$ cat config.mk
export PLATFORM = sky130hd
export DESIGN_NAME = uart_tx_frame
export DESIGN_NICKNAME = d
export VERILOG_FILES = /design/src/rtl/uart_tx_frame_pkg.sv /design/src/rtl/uart_tx_frame_serializer.sv /design/src/rtl/uart_tx_frame.sv
export SDC_FILE = /design/constraint.sdc
export NUM_CORES = 1
export LEC_CHECK = 0
export CORE_MARGIN = 1.5
export CORE_UTILIZATION = 58
export CTS_CLUSTER_DIAMETER = 60
export DETAILED_ROUTE_END_ITERATION = 7
export PLACE_DENSITY = 0.83
export SYNTH_ARGS = -nofsm -noshare
export SYNTH_HDL_FRONTEND = slang
export SYNTH_SLANG_ARGS = --single-unit
$ cat constraint.sdc
create_clock -name CLK -period 4 [get_ports CLK]
set_clock_uncertainty 0.15 [all_clocks]
set_input_delay 0.8 -clock CLK [delete_from_list [all_inputs] [get_ports CLK]]
set_output_delay 0.8 -clock CLK [all_outputs]
set_load 0.02 [all_outputs]
$ cat src/rtl/uart_tx_frame_pkg.sv
// Shared UART encodings: FSM states and parity types,
// common to the transmitter and the receiver.
package uart_tx_frame_pkg;

  typedef enum logic [2:0] {
    IDLE   = 3'd0,
    START  = 3'd1,
    DATA   = 3'd2,
    PARITY = 3'd3,
    STOP   = 3'd4
  } tx_state_e;

  typedef enum logic {
    PAR_EVEN = 1'b0,
    PAR_ODD  = 1'b1
  } par_type_e;

  // Even parity is the XOR of the data bits; odd is its complement.
  function automatic logic par_bit(
    input logic data_xor,
    input logic ptype
  );
    return data_xor ^ (ptype == PAR_ODD);
  endfunction

endpackage

$ cat src/rtl/uart_tx_frame_serializer.sv
// Load/shift register and bit counter for the UART transmitter.
// Presents the current and next data bit so TX_OUT can stay registered.
module uart_tx_serializer
  import uart_tx_frame_pkg::*;
#(
  parameter int DATA_WIDTH = 8
) (
  input  logic                  CLK,
  input  logic                  RST,
  input  logic                  load_i,
  input  logic                  shift_i,
  input  logic [DATA_WIDTH-1:0] data_i,
  output logic                  cur_bit_o,
  output logic                  nxt_bit_o,
  output logic                  last_o
);

  localparam int CW =
    (DATA_WIDTH > 1) ? $clog2(DATA_WIDTH) : 1;
  localparam logic [CW-1:0] CNT_LAST = CW'(DATA_WIDTH - 1);

  logic [DATA_WIDTH-1:0] sr_q, sr_d, sr_shr;
  logic [CW-1:0]         cnt_q, cnt_d;

  assign sr_shr    = sr_q >> 1;
  assign cur_bit_o = sr_q[0];
  assign nxt_bit_o = sr_shr[0];
  assign last_o    = (cnt_q == CNT_LAST);

  always_comb begin
    sr_d  = sr_q;
    cnt_d = cnt_q;
    unique case (1'b1)
      load_i: begin
        sr_d  = data_i;
        cnt_d = '0;
      end
      shift_i: begin
        sr_d  = sr_shr;
        cnt_d = last_o ? '0 : cnt_q + 1'b1;
      end
      default: ;
    endcase
  end

  always_ff @(posedge CLK or negedge RST) begin
    if (!RST) begin
      sr_q  <= '0;
      cnt_q <= '0;
    end else begin
      sr_q  <= sr_d;
      cnt_q <= cnt_d;
    end
  end

endmodule

$ cat src/rtl/uart_tx_frame.sv
// UART transmitter: start, LSB-first data, optional parity, one stop,
// each bit OVERSAMPLE clocks; back-to-back frames with no idle gap.
module uart_tx_frame
  import uart_tx_frame_pkg::*;
#(
  parameter int DATA_WIDTH = 8,
  parameter int OVERSAMPLE = 8
) (
  input  logic                  CLK,
  input  logic                  RST,
  input  logic [DATA_WIDTH-1:0] P_Data,
  input  logic                  Data_Valid,
  input  logic                  Parity_Enable,
  input  logic                  Parity_Type,
  output logic                  TX_OUT,
  output logic                  Busy
);

  localparam int EW =
    (OVERSAMPLE > 1) ? $clog2(OVERSAMPLE) : 1;
  localparam logic [EW-1:0] EDGE_LAST = EW'(OVERSAMPLE - 1);

  tx_state_e     state_q;
  logic [EW-1:0] edge_q;
  logic          tx_q;
  logic          busy_q;
  logic          par_en_q;
  logic          par_q;

  logic edge_last;
  logic accept;
  logic shift;
  logic cur_bit;
  logic nxt_bit;
  logic last_bit;

  assign edge_last = (edge_q == EDGE_LAST);
  assign shift     = (state_q == DATA) & edge_last;
  // Accept in IDLE, or on the last stop cycle for gapless chaining.
  assign accept    = Data_Valid &
                     ((state_q == IDLE) |
                      ((state_q == STOP) & edge_last));

  uart_tx_serializer #(
    .DATA_WIDTH(DATA_WIDTH)
  ) u_ser (
    .CLK       (CLK),
    .RST       (RST),
    .load_i    (accept),
    .shift_i   (shift),
    .data_i    (P_Data),
    .cur_bit_o (cur_bit),
    .nxt_bit_o (nxt_bit),
    .last_o    (last_bit)
  );

  always_ff @(posedge CLK or negedge RST) begin
    if (!RST) begin
      state_q  <= IDLE;
      edge_q   <= '0;
      tx_q     <= 1'b1;
      busy_q   <= 1'b0;
      par_en_q <= 1'b0;
      par_q    <= 1'b0;
    end else begin
      edge_q <= edge_last ? '0 : edge_q + 1'b1;
      if (accept) begin
        state_q  <= START;
        edge_q   <= '0;
        tx_q     <= 1'b0;
        busy_q   <= 1'b1;
        par_en_q <= Parity_Enable;
        par_q    <= par_bit(^P_Data, Parity_Type);
      end else begin
        unique case (state_q)
          IDLE: begin
            edge_q <= '0;
            tx_q   <= 1'b1;
            busy_q <= 1'b0;
          end
          START: if (edge_last) begin
            state_q <= DATA;
            tx_q    <= cur_bit;
          end
          DATA: if (edge_last) begin
            if (!last_bit) begin
              tx_q <= nxt_bit;
            end else if (par_en_q) begin
              state_q <= PARITY;
              tx_q    <= par_q;
            end else begin
              state_q <= STOP;
              tx_q    <= 1'b1;
            end
          end
          PARITY: if (edge_last) begin
            state_q <= STOP;
            tx_q    <= 1'b1;
          end
          STOP: if (edge_last) begin
            state_q <= IDLE;
            tx_q    <= 1'b1;
            busy_q  <= 1'b0;
          end
          default: begin
            state_q <= IDLE;
            edge_q  <= '0;
            tx_q    <= 1'b1;
            busy_q  <= 1'b0;
          end
        endcase
      end
    end
  end

  assign TX_OUT = tx_q;
  assign Busy   = busy_q;

endmodule

==> run metrics <==
Seq/Total Area, Yosys=42.92%; floorplan die height=roughly 49 um; number of global-route vias before repair=820; number of buffers created by CTS=3; simple-gate share of the synthesized area=about an eighth; critical-path cell with the highest stage delay=clkdlybuf4s50_1; Residual DRC=0; Final Non-Filler Cells=143; Hold Buf Count CTS=0; starting density of the core=61.93%; beginning of the worst register-to-register path=edge_q[0]; PostCTS Resize Cnt=0; final WL=2.038 mm; max-cap viol count=0; proportion of synthesized area in mux cells=20.69%; ys async rst share=100.0%; cell depth of the worst flop-to-flop path=6; pwr/cell area=478.8 mW/mm^2; worst setup path start=TX_OUT; Post-DRT Antenna Nets=0; final weighted congestion in routability-driven placement=0.8220; transition time of the tightest slew-check pin=around 0.94 ns; largest delay contributor family on the critical path=buffers and inverters; relative slew slack=37.04%; maximum number of pins on one net before global-route repair=22; buffer count from post-CTS setup fixing=0; post-synthesis cell type count=35; # port buffers=14; Critical path destination=TX_OUT; status=completed; data arrival time of the critical path=1.45 ns; CTS H-tree lvls=1; Vias per Instance=about 5.5; combined area of all synthesized cells=0.001227 sq mm; largest family of logic cells by synthesized area=multiplexers; die span in x=~50 um; top library cells by usage in the layout, fill and taps aside=dfrtp_1 (20), clkdlybuf4s50_1 (14), mux2_2 (11); count of placed standard cells including taps=roughly 140; fraction of final layout cells sized beyond drive strength 1=21.55%; Total GRT Usage=between 20 and 25%; clock-pin slew on the worst setup and hold paths=approximately 0.12 ns; kind of critical path=reg2out; count of vias placed by the detailed router=789; antenna violations before repair=0; unrepaired setup endpoints after global routing=false; fin area=0.001385 sq mm; Starting DRT DRC Count=6; TritonRoute pass-1 iters=4; maximum clock rate=about 420 MHz; core occupancy in the finished layout=~70%; Root Buffer=clkbuf_4; commonest non-fill, non-tap cell in the layout=dfrtp_1; clk buf depth=2; Yosys warnings=0; aggregate negative setup slack=0 ns; P&R area growth vs syn=12.84%; Final Total Pwr=between 0.6 and 0.7 mW; final count of pins violating max slew=0; minimum setup slack among reg-to-reg paths=1.86 ns; placed wire-length estimate after detailed placement=1.533 mm; global-route wire length before repair=3.698 mm; instance count on the critical path=1; WL/cell=14.25 um; end of the worst register-to-register path=u_ser.sr_q[0]; number of enable flip-flop cells after synthesis=0; worst path cell trace=clkdlybuf4s50_1; number of primary I/O pins=15; # diodes=0; Synth Register Bits=21; stage delay of the slowest cell on the critical path=0.59 ns; cell count after synthesis=104; final clock period utilization by the worst path=59.88%; Placement Cell Area=0.001358 sq mm; primary flip-flop cell chosen by synthesis mapping=dfrtp_1; core area=0.001982 sq mm; Synth Net Count=121; clock tree from TritonCTS=done; share of the synthesized area in compound gates (AO/OA/AOI/OAI)=9.276%; nature of the critical path startpoint=register; nets=about 130; WP buf/inv=1; endpoint kind of the worst setup timing path=primary output; latest clock arrival within the worst-skew pair=0.31 ns; global route overflow=0; maximum fanout along the worst path=2; path type of the worst min-delay path=reg2reg; adder and majority cell fraction of the synthesized area=4.077%; area enclosed by the die boundary=0.002401 sq mm; Leakage=0.6200 nW; Core Rows=16; final hold viol count=0; average cell area after synthesis=11.80 sq um; data required time of the worst path=around 3.1 ns; worst voltage drop across the vdd grid=0.2898 mV; Final setup viols=0; minimum clock period=2.395 ns; synthesized-area fraction occupied by xor and xnor cells=between 6 and 7%; total number of clock tree sinks=21
-- cell type report --
type	count	area, sq um
sequential	21	526.8
fill	156	596.8
clock inverter	1	5.005
tap	27	33.78
multi-input combinational	76	653.1
timing repair buffer	14	140.1
inverter	1	3.754
clock buffer	3	22.52
-- how the worst min path moves through the flow --
stage / start / end / slack, ns / depth (start not counted)
floorplan: edge_q[0] / edge_q[0] / 0.26 / 1
global placement: edge_q[0] / edge_q[0] / 0.28 / 1
detailed placement: edge_q[0] / edge_q[0] / 0.29 / 1
CTS: edge_q[0] / edge_q[0] / 0.31 / 1
global route: edge_q[0] / edge_q[0] / 0.32 / 1
finish: edge_q[0] / edge_q[0] / 0.30 / 1
-- cells by family (layout without fill, tap and decap cells) --
| group | Yosys count | after routing |
|---|---|---|
| flops | 21 | 21 |
| compound gates | 16 | 16 |
| xor+xnor | 8 | 8 |
| simple gates | 27 | 27 |
| mux | 21 | 21 |
| fa+ha+maj | 4 | 4 |
| buf+inv | 7 | 19 |
-- metrics by stage --
stage	hold WS (ns)	setup WS, ns
2_1_floorplan	0.2599	2.058
3_3_place_gp	0.2804	1.486
3_5_place_dp	0.2906	1.436
4_1_cts	0.3070	1.601
5_1_grt	0.3205	1.569
6_report	0.3020	1.605
-- layer usage --
| metal | GRT usage (%) | part of all wire, % |
|---|---|---|
| met1 | 25.76 | 45 |
| met5 | 0 | 0 |
| met2 | 35.62 | 49 |
| met3 | 1.840 | 2.8 |
| met4 | 10.00 | 2.5 |
-- flip-flops by register name, summed over array words and instances, names as in the netlist --
signal	count
Busy	1
TX_OUT	1
edge_q	3
par_en_q	1
par_q	1
state_q	3
u_ser.cnt_q	3
u_ser.sr_q	8
-- power by group --
part | total (mW) | internal, mW | switching, mW | leakage [nW]
Combinational | 0.220 | 0.123 | 0.0969 | 0.340
Sequential | 0.340 | 0.284 | 0.0556 | 0.262
Clock | 0.104 | 0.0374 | 0.0665 | 0.0177
-- Yosys cell counts (2+ instances only) --
library cell / count / share of area (%)
mux2i_1: 4 / 3.3
xnor2_1: 4 / 2.9
xor2_1: 3 / 2.1
nand2_1: 8 / 2.4
nand2b_1: 2 / 1.0
ha_1: 4 / 4.1
o21ai_0: 3 / 1.2
a21oi_1: 2 / 0.82
buf_2: 2 / 0.82
o22ai_1: 2 / 1.0
nor2b_1: 2 / 1.0
dfrtp_1: 20 / 41
o2bb2ai_1: 2 / 1.4
mux2_4: 6 / 7.3
nor2_1: 7 / 2.1
nand3b_1: 3 / 1.8
buf_6: 2 / 1.8
mux2_2: 11 / 10
Note: power is estimated with default switching activity, not from simulation.
